$ cat src/rtl/step_seq_pkg.sv
// Shared constants, FSM state type and tempo helper for the step sequencer.
package step_seq_pkg;

  localparam int CLK_HZ         = 50_000_000;
  localparam int STEPS_PER_BEAT = 4;
  localparam int NUM_STEPS      = 16;
  localparam int PULSE_W        = 4;
  localparam int BPM_MIN        = 40;
  localparam int BPM_MAX        = 240;
  localparam int PERIOD_W       = 32;
  localparam int STEP_IDX_W     = $clog2(NUM_STEPS);

  typedef enum logic [1:0] {
    IDLE,
    WAIT,
    RUN
  } step_state_e;

  // Clamp a requested tempo into [lo, hi]; keeps the divisor away from zero.
  function automatic logic [7:0] clamp_bpm(input logic [7:0] bpm, input int lo, input int hi);
    if (int'(bpm) < lo)      clamp_bpm = 8'(lo);
    else if (int'(bpm) > hi) clamp_bpm = 8'(hi);
    else                     clamp_bpm = bpm;
  endfunction

endpackage

$ cat src/rtl/step_period_div.sv
// Restoring divider, one quotient bit per cycle. The first quotient bit is
// resolved on the Start edge, so Done pulses 32 cycles after Start is sampled
// (33 cycles counting the Start cycle itself).
module step_period_div
  import step_seq_pkg::*;
#(
  parameter int NUM_W = PERIOD_W,
  parameter int DEN_W = 8
) (
  input  logic             clk,
  input  logic             rst,
  input  logic             start,
  input  logic [NUM_W-1:0] numerator,
  input  logic [DEN_W-1:0] divisor,
  output logic             busy,
  output logic             done,
  output logic [NUM_W-1:0] quotient
);

  localparam int CNT_W = $clog2(NUM_W);

  logic [DEN_W-1:0] rem;
  logic [DEN_W-1:0] den;
  logic [NUM_W-1:0] quo;     // remaining numerator bits shift out, quotient bits shift in
  logic [CNT_W-1:0] cnt;
  logic [DEN_W:0]   ld_step; // {quotient bit, new remainder}
  logic [DEN_W:0]   it_step;

  // One restoring step: bring in the next numerator bit, subtract if it fits.
  function automatic logic [DEN_W:0] div_bit(input logic [DEN_W-1:0] r, input logic b,
                                             input logic [DEN_W-1:0] d);
    logic [DEN_W:0] trial;
    trial = {r, b};
    if (trial >= {1'b0, d}) div_bit = {1'b1, DEN_W'(trial - {1'b0, d})};
    else                    div_bit = {1'b0, trial[DEN_W-1:0]};
  endfunction

  assign ld_step  = div_bit('0, numerator[NUM_W-1], divisor);
  assign it_step  = div_bit(rem, quo[NUM_W-1], den);
  assign quotient = quo;

  // Load on Start (first bit done immediately), then iterate until the last bit.
  always_ff @(posedge clk) begin
    if (rst) begin
      busy <= 1'b0;
      done <= 1'b0;
      cnt  <= '0;
      rem  <= '0;
      den  <= '0;
      quo  <= '0;
    end else begin
      done <= 1'b0;
      if (!busy) begin
        if (start) begin
          rem  <= ld_step[DEN_W-1:0];
          quo  <= {numerator[NUM_W-2:0], ld_step[DEN_W]};
          den  <= divisor;
          cnt  <= CNT_W'(NUM_W - 1);
          busy <= 1'b1;
        end
      end else begin
        rem <= it_step[DEN_W-1:0];
        quo <= {quo[NUM_W-2:0], it_step[DEN_W]};
        cnt <= cnt - 1'b1;
        if (cnt == CNT_W'(1)) begin
          busy <= 1'b0;
          done <= 1'b1;
        end
      end
    end
  end

endmodule

$ cat src/rtl/step_clock_gen.sv
// Tempo-driven step clock: converts BPM into a per-step period with an
// iterative divider and emits a Step pulse train with a wrapping step index.
module step_clock_gen
  import step_seq_pkg::*;
#(
  parameter int CLK_HZ         = step_seq_pkg::CLK_HZ,
  parameter int STEPS_PER_BEAT = step_seq_pkg::STEPS_PER_BEAT,
  parameter int NUM_STEPS      = step_seq_pkg::NUM_STEPS,
  parameter int PULSE_W        = step_seq_pkg::PULSE_W,
  parameter int BPM_MIN        = step_seq_pkg::BPM_MIN,
  parameter int BPM_MAX        = step_seq_pkg::BPM_MAX
) (
  input  logic                         Clock,
  input  logic                         Reset,
  input  logic                         Play,
  input  logic [7:0]                   BPM,
  output logic                         Step,
  output logic [$clog2(NUM_STEPS)-1:0] StepIndex,
  output logic                         LoopWrap,
  output logic                         Running,
  output logic                         PeriodValid
);

  localparam int IDX_W = $clog2(NUM_STEPS);
  // Computed in 64 bits: CLK_HZ*60 overflows 32-bit int at realistic clocks.
  localparam logic [63:0]         NUM_64  = 64'(CLK_HZ) * 64'd60 / 64'(STEPS_PER_BEAT);
  localparam logic [PERIOD_W-1:0] DIV_NUM = NUM_64[PERIOD_W-1:0];

  // Tempo tracking
  logic [7:0]          bpm_eff;
  logic [7:0]          bpm_lat;
  logic                started;      // low only on the first cycle out of reset
  logic                pending;      // a tempo change arrived while the divider was busy
  logic                tempo_change;
  logic                div_start;
  logic [7:0]          div_den;
  logic                div_busy;
  logic                div_done;
  logic [PERIOD_W-1:0] div_q;
  logic [PERIOD_W-1:0] next_period;

  // Step sequencing
  step_state_e         state;
  logic [PERIOD_W-1:0] tick_cnt;
  logic [PERIOD_W-1:0] tick_nxt;
  logic [PERIOD_W-1:0] active_period;
  logic [IDX_W-1:0]    idx_nxt;
  logic                boundary;
  logic                enter_run;

  assign bpm_eff      = clamp_bpm(BPM, BPM_MIN, BPM_MAX);
  assign tempo_change = !started || (bpm_eff != bpm_lat);
  // A change seen this cycle goes straight in; otherwise replay the latched value.
  assign div_start    = !div_busy && (tempo_change || pending);
  assign div_den      = tempo_change ? bpm_eff : bpm_lat;

  step_period_div #(
    .NUM_W (PERIOD_W),
    .DEN_W (8)
  ) u_div (
    .clk       (Clock),
    .rst       (Reset),
    .start     (div_start),
    .numerator (DIV_NUM),
    .divisor   (div_den),
    .busy      (div_busy),
    .done      (div_done),
    .quotient  (div_q)
  );

  // Latch tempo changes, queue a re-divide while busy, capture finished periods.
  always_ff @(posedge Clock) begin
    if (Reset) begin
      started     <= 1'b0;
      bpm_lat     <= '0;
      pending     <= 1'b0;
      PeriodValid <= 1'b0;
      next_period <= '0;
    end else begin
      started <= 1'b1;
      if (tempo_change) bpm_lat <= bpm_eff;
      if (div_start)         pending <= 1'b0;
      else if (tempo_change) pending <= 1'b1;
      if (div_done) begin
        PeriodValid <= 1'b1;
        next_period <= div_q;
      end
    end
  end

  assign tick_nxt  = tick_cnt + 1'b1;
  assign idx_nxt   = StepIndex + 1'b1;
  assign boundary  = (tick_cnt == active_period - 1'b1);
  // From IDLE or WAIT, a valid period with Play high starts the pattern.
  assign enter_run = (state != RUN) && Play && PeriodValid;

  // Run/stop FSM with registered Step, StepIndex, LoopWrap and Running.
  always_ff @(posedge Clock) begin
    if (Reset) begin
      state         <= IDLE;
      tick_cnt      <= '0;
      active_period <= '0;
      Step          <= 1'b0;
      StepIndex     <= '0;
      LoopWrap      <= 1'b0;
      Running       <= 1'b0;
    end else if (enter_run) begin
      state         <= RUN;
      tick_cnt      <= '0;
      active_period <= next_period;
      Step          <= 1'b1;
      StepIndex     <= '0;
      LoopWrap      <= 1'b0;
      Running       <= 1'b1;
    end else begin
      case (state)
        IDLE: if (Play) state <= WAIT;
        WAIT: if (!Play) state <= IDLE;
        RUN: begin
          if (!Play) begin
            // Stop wins over a coinciding boundary; an in-flight pulse is cut.
            state     <= IDLE;
            tick_cnt  <= '0;
            Step      <= 1'b0;
            StepIndex <= '0;
            LoopWrap  <= 1'b0;
            Running   <= 1'b0;
          end else if (boundary) begin
            // New period takes effect only here, so a step never changes length mid-way.
            tick_cnt      <= '0;
            active_period <= next_period;
            Step          <= 1'b1;
            StepIndex     <= idx_nxt;
            LoopWrap      <= (idx_nxt == '0);
          end else begin
            tick_cnt <= tick_nxt;
            Step     <= (tick_nxt < PERIOD_W'(PULSE_W));
            LoopWrap <= 1'b0;
          end
        end
        default: state <= IDLE;
      endcase
    end
  end

endmodule

$ cat config.mk
export PLATFORM = sky130hd
export DESIGN_NAME = step_clock_gen
export DESIGN_NICKNAME = d
export VERILOG_FILES = /design/src/rtl/step_seq_pkg.sv /design/src/rtl/step_period_div.sv /design/src/rtl/step_clock_gen.sv
export SDC_FILE = /design/constraint.sdc
export NUM_CORES = 1
export LEC_CHECK = 0
export BUFFER_PORTS_ARGS = -buffer_cell sky130_fd_sc_hd__buf_2
export CAP_MARGIN = 10
export CORE_MARGIN = 1
export CORE_UTILIZATION = 35
export CTS_CLUSTER_SIZE = 20
export DETAILED_ROUTE_END_ITERATION = 8
export MAX_ROUTING_LAYER = met4
export PLACE_DENSITY = 0.59
export SYNTH_ARGS = -nofsm -noshare
export SYNTH_HDL_FRONTEND = slang
export SYNTH_SLANG_ARGS = --single-unit
$ cat constraint.sdc
create_clock -name Clock -period 9.1 [get_ports Clock]
set_clock_uncertainty 0.1 [all_clocks]
set_input_delay 0.91 -clock Clock [delete_from_list [all_inputs] [get_ports Clock]]
set_output_delay 0.91 -clock Clock [all_outputs]
set_load 0.02 [all_outputs]
==> results by group, run 1 <==
Timing
  • Unrepaired setup endpoints after global routing: false
  • Final Hold Viols: 0
  • FMAX: between 150 and 200 MHz
  • Final worst path period share: roughly 58%
  • Fin. max-slew vios: 0
  • Final setup viols: 0
  • Setup TNS: 0 ns
  • Min Tclk post-route: ~5.3 ns
  • Worst slew pin tran: around 1.2 ns
  • Worst slew margin: between 20% and 30%

Synthesis
  • Cells after Synth: approximately 1100
  • Distinct cells, synth: 75
  • Synth Area per Inst: ~8.5 um2
  • Prevailing post-synth register cell: dfxtp_1
  • Net Count, Synth: between 1000 and 1500
  • Post-synth EDFFs: 0
  • Synth area leader: dfxtp_1
  • Top cells by count, synth: 171 x dfxtp_1, 129 x nor2_1, 71 x mux2i_1
  • Sequential element share of the synthesized area: a little under two fifths
  • Ranking of synthesized cells by area: dfxtp_1 37%, mux2i_1 7.7%, nor2_1 5.3%
  • Flops & latches, synth: ~170
  • Async S/R FF share, synth: 0%
  • Synthesized area: 0.00920 mm2
  • Most frequent cell after synthesis: dfxtp_1
  • YS warnings: 0
  • Synth top area share: 37.2%

Floorplanning
  • Starting Density: a little over a third
  • Core Rows: 58
  • Die height: about 160 um
  • IO Pins: 19
  • Chip width: 164 um
  • CORE AREA: 0.0255 mm2
  • Die area: about 0.027 mm2

Final layout
  • Share of layout cells above drive strength 1: 7.19%
  • Layout fillers: roughly 2500
  • Final nets: around 1100
  • Final core occ: 39.2%
  • # diodes: 0
  • Layout area overhead: 8.68%
  • Fin area: between 0.009 and 0.01 mm2

Clock network
  • Worst-path clk slew: 0.07 ns
  • H-tree levels: 4
  • CTS Sinks: approximately 170
  • Hold buffer count at cts: 0
  • CTS Buf Count: 17
  • Post-CTS setup buffers: 0
  • Resized cells post-CTS: 0
  • CTS tree: built
  • Worst-Skew Late Latency: approximately 0.43 ns
  • CTS Root Cell: clkbuf_16
  • Clock tree buffer depth: 2

Global route
  • Initial antenna violation count: 0
  • First-pass GRT wire length: 37.1 mm
  • Total GRT Usage: approximately 18%
  • Grt ovf: 0
  • Largest net degree at the start of global routing: about 90
  • Vias in the first global route: about 7000

Setup path
  • Worst EP arrival: 5.52 ns
  • Critical-path maximum fanout: 40
  • Crit-path most repeated cell: or4_1
  • Crit. End Element: flip-flop
  • Crit-path cells: or4_4, nor3_1, o2111ai_1, o21a_1, or4_1, or4_1, nor2_4, nor2_1, a221o_1
  • CP delay by family, top: simple AND/OR/NAND/NOR gates
  • Crit path max-delay cell type: nor3_1
  • CP required: just over 9 ns
  • Crit path buf inv count: 0
  • CP Launch Type: flip-flop
  • Worst path max stage delay: 0.95 ns
  • CP Class: flip-flop to flip-flop

Detailed routing
  • Wire per inst: between 15 and 20 um
  • DRT iter0 DRCs: a little under 600
  • Via density: roughly 5.5
  • Routed WL: 22.7 mm
  • Antenna-violating nets left: 0
  • First-pass DRT Iterations: 5
  • Via count: 7590
  • Drt drc: 0

Placement
  • Final GP Congestion: around 0.90
  • DP Wirelength: ~16 mm
  • Area after DPL: roughly 0.0094 mm2
  • IO Port Bufs: 18

Pwr
  • Pwr Density: 186 mW/mm2
  • Leakage: between 0.003 and 0.004 uW
  • VDD IR max: 164 uV

Status
  • Outcome: finished clean

Min path
  • Tightest Hold Check Type: flip-flop to flip-flop

Job
  • MaxCap Viol Count: 0
layout make-up:
| type | instances | area, um2 | share of cell area, % |
|---|---|---|---|
| well taps | 330 | 413 | 4.13 |
| inverters | 30 | 113 | 1.13 |
| flip-flops and latches | 171 | 3420 | 34.3 |
| clock buffers | 18 | 439 | 4.39 |
| repair buffers | 26 | 153 | 1.53 |
| multi-input cells | 799 | 5300 | 53.0 |
| clock inverters | 13 | 154 | 1.54 |
report_power, final:
group | switching [uW] | internal [uW] | leakage, uW | total (uW)
registers | 24.9 | 779 | 0.00139 | 804
logic | 167 | 139 | 0.00204 | 306
clock network | 328 | 418 | 0.000290 | 746
registers in the layout (all words and copies together), names as in the netlist, 2 cells and up:
name / cells
bpm_lat: 8
u_div.quotient: 32
StepIndex: 4
active_period: 32
next_period: 32
u_div.rem: 8
u_div.den: 8
u_div.cnt: 5
state: 2
tick_cnt: 32
stage by stage:
step | hold WS (ns) | std cells | power (uW) | setup slack (ns)
global route | 0.384 | 1387 | 1960 | 3.57
finish | 0.367 | 1387 | 1860 | 3.80
global placement | 0.351 | 1356 | 1120 | 4.00
floorplan | 0.336 | 1083 | 1070 | 5.22
detailed placement | 0.358 | 1356 | 1130 | 3.91
CTS | 0.369 | 1387 | 1880 | 3.89
path summary, 6_finish.rpt:
path	slack, ns	cells past startpoint	end	startpoint
max	3.80	9	tick_cnt[14]	active_period[8]
min	0.37	2	u_div.den[2]	u_div.den[2]
max reg2reg	3.80	9	tick_cnt[14]	active_period[8]
min reg2reg	0.37	2	u_div.den[2]	u_div.den[2]
cell usage in the layout, fill, tap and decap left out, types with 4 or more instances in the layout:
| master | n |
|---|---|
| clkbuf_16 | 17 |
| and4_1 | 7 |
| nor2_1 | 129 |
| nor3b_1 | 12 |
| xnor2_1 | 42 |
| nand4_1 | 15 |
| dfxtp_1 | 170 |
| inv_6 | 6 |
| inv_1 | 29 |
| buf_4 | 9 |
| nor4b_1 | 7 |
| buf_2 | 17 |
| nand3_1 | 34 |
| and2_1 | 11 |
| o21a_1 | 10 |
| or4_1 | 14 |
| ha_1 | 16 |
| a21oi_1 | 49 |
| nor3_1 | 59 |
| nor4_1 | 20 |
| o211ai_1 | 4 |
| nor2b_1 | 26 |
| nand2b_1 | 11 |
| a22o_1 | 28 |
| nand2_1 | 50 |
| xor2_1 | 22 |
| a211oi_1 | 7 |
| a31oi_1 | 10 |
| mux2i_1 | 71 |
| or2_2 | 5 |
| a21o_1 | 13 |
| o311ai_0 | 9 |
| o21ai_0 | 20 |
| or3_1 | 10 |
| and3_1 | 14 |
| o31ai_1 | 17 |
cell families after synthesis:
group	share of synthesized area, %
xor gates and xnor gates	6.09
and+or+nand+nor	25.1
muxes	7.85
AOI/OAI and AO/OA	16.2
DFF	37.2
buffers and inverters	5.15
adders and majority gates	2.39
tightest hold or removal path, delay by kind of cell (launching register included):
| family | cells | cell delay (ns) |
|---|---|---|
| AND/OR/NAND/NOR | 1 | 0.05 |
| flip-flops | 1 | 0.31 |
| AO/OA/AOI/OAI | 1 | 0.05 |
routing by layer:
layer  track usage [%]  wire (um)
met1              24.4      11400
met2              27.2      10200
met3              2.93        851
met4              5.13        297
met5                 -          0
Power figures use the tool's default switching activity.
==> run 2: changes to the inputs <==
Settings changed: ABC_AREA set to 1.
Clock period 9.1 ns to 5.3 ns, I/O delays scaled along.
==> run 2 against run 1 <==
Clock power grew 69%. Final area grew 5.4%. Cell count grew 32%. Synthesized cell count grew 38%. First-iteration DRC count shrank 2.1%. Largest power group unchanged. Synthesized area grew 5.4%. Worst hold slack lost 0.11 ns.
==> results by group, run 2 <==
Status
  • Outcome: finished clean

Clock network
  • Hold buffer count at cts: 0 (unchanged)
  • Clock tree buffer depth: 2 (unchanged)
  • CTS Root Cell: clkbuf_16
  • CTS tree: built
  • H-tree levels: 4 (unchanged)
  • CTS Sinks: 171 (unchanged)
  • Worst-path clk slew: 0.07 ns (about the same)
  • CTS Buf Count: 17 (unchanged)
  • Post-CTS setup buffers: 0 (unchanged)
  • Worst-Skew Late Latency: 0.44 ns (about the same)
  • Resized cells post-CTS: 0 (unchanged)

Floorplanning
  • Chip width: 168 um (+2.6%)
  • CORE AREA: 0.0270 mm2 (+6.1%)
  • IO Pins: 19 (unchanged)
  • Die height: 168 um (+2.6%)
  • Starting Density: 35.9% (-0.25 points)
  • Die area: 0.0284 mm2 (+5.3%)
  • Core Rows: 60 (+3.4%)

Synthesis
  • YS warnings: 0 (unchanged)
  • Post-synth EDFFs: 0 (unchanged)
  • Distinct cells, synth: 42 (-44%)
  • Net Count, Synth: 1524 (+37%)
  • Flops & latches, synth: 171 (unchanged)
  • Ranking of synthesized cells by area: dfxtp_1 35%, nand2_1 14%, nor2_1 8.7%
  • Synth Area per Inst: 6.48 um2 (-24%)
  • Synth area leader: dfxtp_1
  • Synth top area share: 35.3% (-1.9 points)
  • Synthesized area: 0.00969 mm2 (+5.4%)
  • Sequential element share of the synthesized area: 35.3% (-1.9 points)
  • Most frequent cell after synthesis: nand2_1
  • Prevailing post-synth register cell: dfxtp_1
  • Top cells by count, synth: 369 x nand2_1, 224 x nor2_1, 181 x inv_1
  • Async S/R FF share, synth: 0% (unchanged)
  • Cells after Synth: 1496 (+38%)

Timing
  • Final worst path period share: 66.2% (+8.0 points)
  • FMAX: 285 MHz (+51%)
  • Final setup viols: 0 (unchanged)
  • Final worst setup slack: 1.79 ns (-2.01 ns)
  • Setup TNS: 0 ns (unchanged)
  • Fin. max-slew vios: 0 (unchanged)
  • Unrepaired setup endpoints after global routing: false
  • Min Tclk post-route: 3.51 ns (-1.79 ns)
  • Final Hold Viols: 0 (unchanged)
  • Worst slew margin: 24.6% (+3.2 points)
  • Worst slew pin tran: 1.13 ns (-0.0404 ns)

Setup path
  • Critical Path Stages: 15 (+6)
  • Worst path max stage delay: 0.67 ns (-0.28 ns)
  • Crit path max-delay cell type: nand2_1
  • R2R depth: 15 (+6)
  • CP Class: flip-flop to flip-flop
  • Crit path buf inv count: 2 (+2)
  • Critical-path maximum fanout: 32 (-20%)
  • Worst EP arrival: 3.76 ns (-1.76 ns)
  • CP required: 5.55 ns (-3.77 ns)
  • Crit. End Element: flip-flop
  • CP Launch Type: flip-flop
  • CP delay by family, top: simple AND/OR/NAND/NOR gates
  • Crit-path cells: inv_1, ha_1, inv_1, nor2_1, nand3_1, nand2_1, nand2_1, nand2_1, nand3_1, or2_1, nor2_4, nand2_1, nor2_1, nand2_1, a21oi_1
  • Critical R2R Capture: StepIndex[1]
  • Crit path to: StepIndex[1]
  • Reg2reg setup slack: 1.79 ns (-2.01 ns)
  • Worst r2r src: active_period[0]
  • CP startpoint: active_period[0]
  • Crit-path most repeated cell: nand2_1

Min path
  • Hold depth: 3 (+1)
  • Tightest Hold Check Type: primary input to flip-flop

Detailed routing
  • Drt drc: 0 (unchanged)
  • Via count: 8912 (+17%)
  • DR top layer: met4
  • Wire per inst: 13.7 um (-17%)
  • Via density: 4.87 (-11%)
  • Met1 WL: 12.5 mm (+9.6%)
  • DRT iter0 DRCs: 570 (-2.1%)
  • DR WL met2: 11.1 mm (+8.4%)
  • Routed met3 length: 772 um (-9.3%)
  • First-pass DRT Iterations: 6 (+1)
  • Antenna-violating nets left: 0 (unchanged)
  • Routed WL: 25.0 mm (+9.8%)

Pwr
  • Leakage: 0.00464 uW (+25%)
  • Pwr Density: 309 mW/mm2 (+66%)
  • Clk pwr share: 38.7% (-1.5 points)
  • Sw Share: 31.3% (+3.3 points)
  • Cell Int Power: 2240 uW (+67%)
  • VDD IR max: 196 uV (+19%)
  • Power Total: 3260 uW (+76%)
  • Comb pwr share: 18.7% (+2.2 points)
  • Reg power frac: 42.6% (-0.7 points)
  • Switching power: 1020 uW (+96%)

Global route
  • Largest net degree at the start of global routing: 67 (-27%)
  • Grt ovf: 0 (unchanged)
  • Initial antenna violation count: 0 (unchanged)
  • Total GRT Usage: 19.0% (+1.1 points)
  • Vias in the first global route: 8475 (+21%)
  • First-pass GRT wire length: 42.1 mm (+14%)

Final layout
  • Register area: 0.00342 mm2 (about the same)
  • # diodes: 0 (unchanged)
  • Layout fillers: 2918 (+15%)
  • Share of layout cells above drive strength 1: 5.37% (-1.8 points)
  • Area of the multi-input gates: 0.00531 mm2 (+0.24%)
  • Most frequent cells in the layout: 369 x nand2_1, 224 x nor2_1, 180 x inv_1, 171 x dfxtp_1, 116 x nand3_1
  • Final core occ: 39.0% (-0.24 points)
  • Leading cell type in the layout, fill and taps excluded: nand2_1
  • Final nets: 1505 (+40%)
  • Finished Layout Cells: 1830 (+32%)
  • Layout area overhead: 8.77% (about the same)

Placement
  • Final GP Congestion: 0.949 (+5.0%)
  • Placed Instances: 1799 (+33%)
  • IO Port Bufs: 18 (unchanged)
  • DP Wirelength: 18.3 mm (+15%)
  • Dpl ws: 1.77 ns (-2.14 ns)

Job
  • MaxCap Viol Count: 0 (unchanged)
-- run 2: worst register-to-register path, delay by kind of cell, from the launching register on --
family | cells | cell delay (ns)
buffers and inverters | 2 | 0.20
DFF | 1 | 0.34
adders and majority gates | 1 | 0.26
AOI/OAI and AO/OA | 1 | 0.15
and+or+nand+nor | 11 | 2.37
-- run 2: kinds of logic (layout without fill, tap and decap cells) --
| family | Yosys count | count (layout) | synth area share, % |
|---|---|---|---|
| adder cells (fa/ha/maj) | 17 | 17 | 2.27 |
| AO/OA/AOI/OAI | 199 | 199 | 10.9 |
| buffers and inverters | 242 | 235 | 9.85 |
| AND/OR/NAND/NOR | 798 | 798 | 35.2 |
| XOR/XNOR | 69 | 69 | 6.52 |
| flip-flops | 171 | 171 | 35.3 |
-- run 2: worst min-delay path by stage --
| stage | start | endpoint |
|---|---|---|
| global route | BPM[1] | bpm_lat[1] |
| CTS | BPM[1] | bpm_lat[1] |
| finish | BPM[1] | bpm_lat[1] |
| global placement | next_period[7] | next_period[7] |
| floorplan | next_period[7] | next_period[7] |
| detailed placement | next_period[7] | next_period[7] |
-- run 2: layout make-up --
cell class	instances	area share [%]
sequential	171	32.5
multi-input combinational	1083	50.4
clock buffer	19	4.20
tap	341	4.05
timing repair buffer	21	1.07
clock inverter	12	1.28
inverter	183	6.52
-- run 2: stage by stage --
stage	hold slack, ns	cell area (um2)
after detailed placement	0.348	9960
after CTS	0.246	10500
after global routing	0.241	10500
after floorplan	0.330	9690
after global placement	0.343	9960
final	0.255	10500
-- run 2: per-layer routing --
metal / up-vias / global-route usage [%]
li1: 4718 / -
met1: 4005 / 24.6
met2: 150 / 29.7
met3: 39 / 3.46
met4: 0 / 6.72
met5: - / -
-- run 2: power by group through the flow --
stage / combinational (uW) / clock [uW] / sequential (uW)
floorplan: 488 / 0 / 1400
global placement: 603 / 0 / 1420
detailed placement: 608 / 0 / 1420
CTS: 610 / 1290 / 1390
global route: 702 / 1350 / 1400
finish: 609 / 1260 / 1390
==> run 3: changes to the inputs <==
Settings changed: ABC_AREA 1 to 0, PLACE_DENSITY 0.59 to 0.6.
Clock period 5.3 ns to 3.1 ns, I/O delays scaled along.
==> run 3 against run 2 <==
The flow now finishes with violations (negative setup slack). Worst hold slack lost 0.21 ns. Fmax fell by 6.4%. Utilization increased by 7.0 points. Sequential power up 69%. Highest routed layer unchanged. Critical path depth down 2. Die area is 5.0% lower. Clock power up 64%.
==> results by group, run 3 (synthesized netlist as in run 1, its figures left out) <==
Job
  • MaxCap Viol Count: 0 (unchanged)

Timing
  • Unrepaired setup endpoints after global routing: true
  • Min Tclk post-route: 3.75 ns (+0.241 ns)
  • FMAX: 267 MHz (-6.4%)
  • Final setup viols: 70 (+70)
  • Setup TNS: -38.25 ns (-38.25 ns)
  • Fin. max-slew vios: 0 (unchanged)
  • Final worst setup slack: -0.650 ns (-2.44 ns)
  • Final Hold Viols: 0 (unchanged)
  • Final worst path period share: 121% (+55 points)
  • Worst slew margin: 29.6% (+5.0 points)
  • Worst slew pin tran: 1.05 ns (-0.0762 ns)

Final layout
  • Leading cell type in the layout, fill and taps excluded: dfxtp_1
  • Layout fillers: 2438 (-16%)
  • Share of layout cells above drive strength 1: 23.5% (+18 points)
  • # diodes: 0 (unchanged)
  • Most frequent cells in the layout: 168 x dfxtp_1, 166 x buf_4, 127 x nor2_1, 71 x mux2i_1, 56 x nor3_1
  • Layout area overhead: 27.5%
  • Finished Layout Cells: 1567 (-14%)
  • Final nets: 1253 (-17%)

Placement
  • DP Wirelength: 17.7 mm (-3.5%)
  • Placed Instances: 1519 (-16%)
  • Final GP Congestion: 0.903 (-4.8%)
  • IO Port Bufs: 18 (unchanged)

Detailed routing
  • Routed WL: 25.3 mm (+1.3%)
  • Via count: 8358 (-6.2%)
  • Wire per inst: 16.2 um (+18%)
  • Via density: 5.33 (+9.5%)
  • First-pass DRT Iterations: 5 (-1)
  • DRT iter0 DRCs: 544 (-4.6%)
  • Drt drc: 0 (unchanged)
  • Antenna-violating nets left: 0 (unchanged)

Clock network
  • CTS tree: built
  • Clock tree buffer depth: 2 (unchanged)
  • Hold buffer count at cts: 0 (unchanged)
  • CTS Root Cell: clkbuf_16
  • CTS Sinks: 171 (unchanged)
  • H-tree levels: 4 (unchanged)
  • Worst-path clk slew: 0.07 ns (about the same)
  • Worst-Skew Late Latency: 0.44 ns (about the same)
  • CTS Buf Count: 17 (unchanged)

Setup path
  • Crit-path most repeated cell: or4_4
  • Crit path buf inv count: 3 (+1)
  • Crit. End Element: flip-flop
  • Crit-path cells: inv_2, ha_4, or4b_4, or4_4, o31ai_4, o311ai_1, or4_1, or4_4, nor2_4, buf_6, buf_12, o31ai_1, a22o_1
  • CP Launch Type: flip-flop
  • CP delay by family, top: simple AND/OR/NAND/NOR gates
  • Critical-path maximum fanout: 6 (-81%)
  • Worst EP arrival: 3.98 ns (+0.22 ns)
  • Worst path max stage delay: 0.53 ns (-0.14 ns)
  • Crit path max-delay cell type: or4_4
  • CP required: 3.33 ns (-2.22 ns)
  • CP Class: flip-flop to flip-flop

Global route
  • First-pass GRT wire length: 39.3 mm (-6.8%)
  • Total GRT Usage: 18.9% (-0.12 points)
  • Vias in the first global route: 7607 (-10%)
  • Largest net degree at the start of global routing: 81 (+21%)
  • Initial antenna violation count: 0 (unchanged)
  • Grt ovf: 0 (unchanged)

Floorplanning
  • Die height: 164 um (-2.5%)
  • Starting Density: 36.1% (+0.25 points)
  • Chip width: 164 um (-2.5%)
  • IO Pins: 19 (unchanged)
  • Core Rows: 58 (-3.3%)
  • CORE AREA: 0.0255 mm2 (-5.8%)
  • Die area: 0.0269 mm2 (-5.0%)

Pwr
  • VDD IR max: 699 uV (+260%)
  • Power Total: 5350 uW (+64%)
  • Pwr Density: 456 mW/mm2 (+48%)
  • Leakage: 0.00468 uW (+0.88%)

Status
  • Outcome: complete, but fails checks
  • Failing checks: negative setup slack

Min path
  • Tightest Hold Check Type: primary input to flip-flop
## run 3: repair_timing
action	4_1_cts	5_1_grt
pin swaps	2	31
setup buffers	1	8
resized for setup	12	50
setup endpoints to repair	70	70
gates cloned	0	8
## run 3: path summary, 6_finish.rpt
kind / from / end / slack, ns / depth (start not counted)
max: active_period[1] / tick_cnt[22] / -0.65 / 13
min: BPM[0] / bpm_lat[0] / 0.05 / 3
max reg2reg: active_period[1] / tick_cnt[22] / -0.65 / 13
min reg2reg: u_div.den[2] / u_div.den[2] / 0.37 / 2
## run 3: cell type report
class	count	area, um2	share of cell area, %
Tap cell	330	413	3.52
Multi-Input combinational cell	799	5520	47.1
Timing Repair Buffer	206	1690	14.4
Sequential cell	171	3430	29.2
Clock buffer	18	429	3.66
Inverter	30	113	0.960
Clock inverter	13	133	1.13
## run 3: where the power goes
group          internal, uW  switching [uW]  leakage (uW)  total (uW)
combinational           421             510       0.00302         931
sequential             2290            66.2       0.00139        2350
clock                  1060            1010      0.000265        2070
total                  3770            1580       0.00468        5350
## run 3: tightest hold or removal path, delay by kind of cell
kind | cells | cell delay (ns)
and+or+nand+nor | 2 | 0.12
buffers and inverters | 1 | 0.11
## run 3: layer usage
metal / global-route usage [%] / vias to the layer above / wire length [um]
met1: 24.9 / 3994 / 12200
met3: 2.73 / 22 / 846
met4: 5.05 / 0 / 401
li1: - / 4200 / -
met2: 30.1 / 142 / 11900
met5: - / - / 0
## run 3: metrics by stage
step | area (um2) | utilization, % | setup WS, ns | hold WS [ns]
after detailed placement | 10700 | 42.0 | -0.739 | 0.356
final | 11700 | 46.0 | -0.650 | 0.0457
after global routing | 11700 | 46.0 | -0.795 | 0.0446
after floorplan | 9270 | - | -0.658 | 0.299
after CTS | 11300 | 44.4 | -0.612 | 0.0321
after global placement | 10700 | 42.0 | -0.700 | 0.351
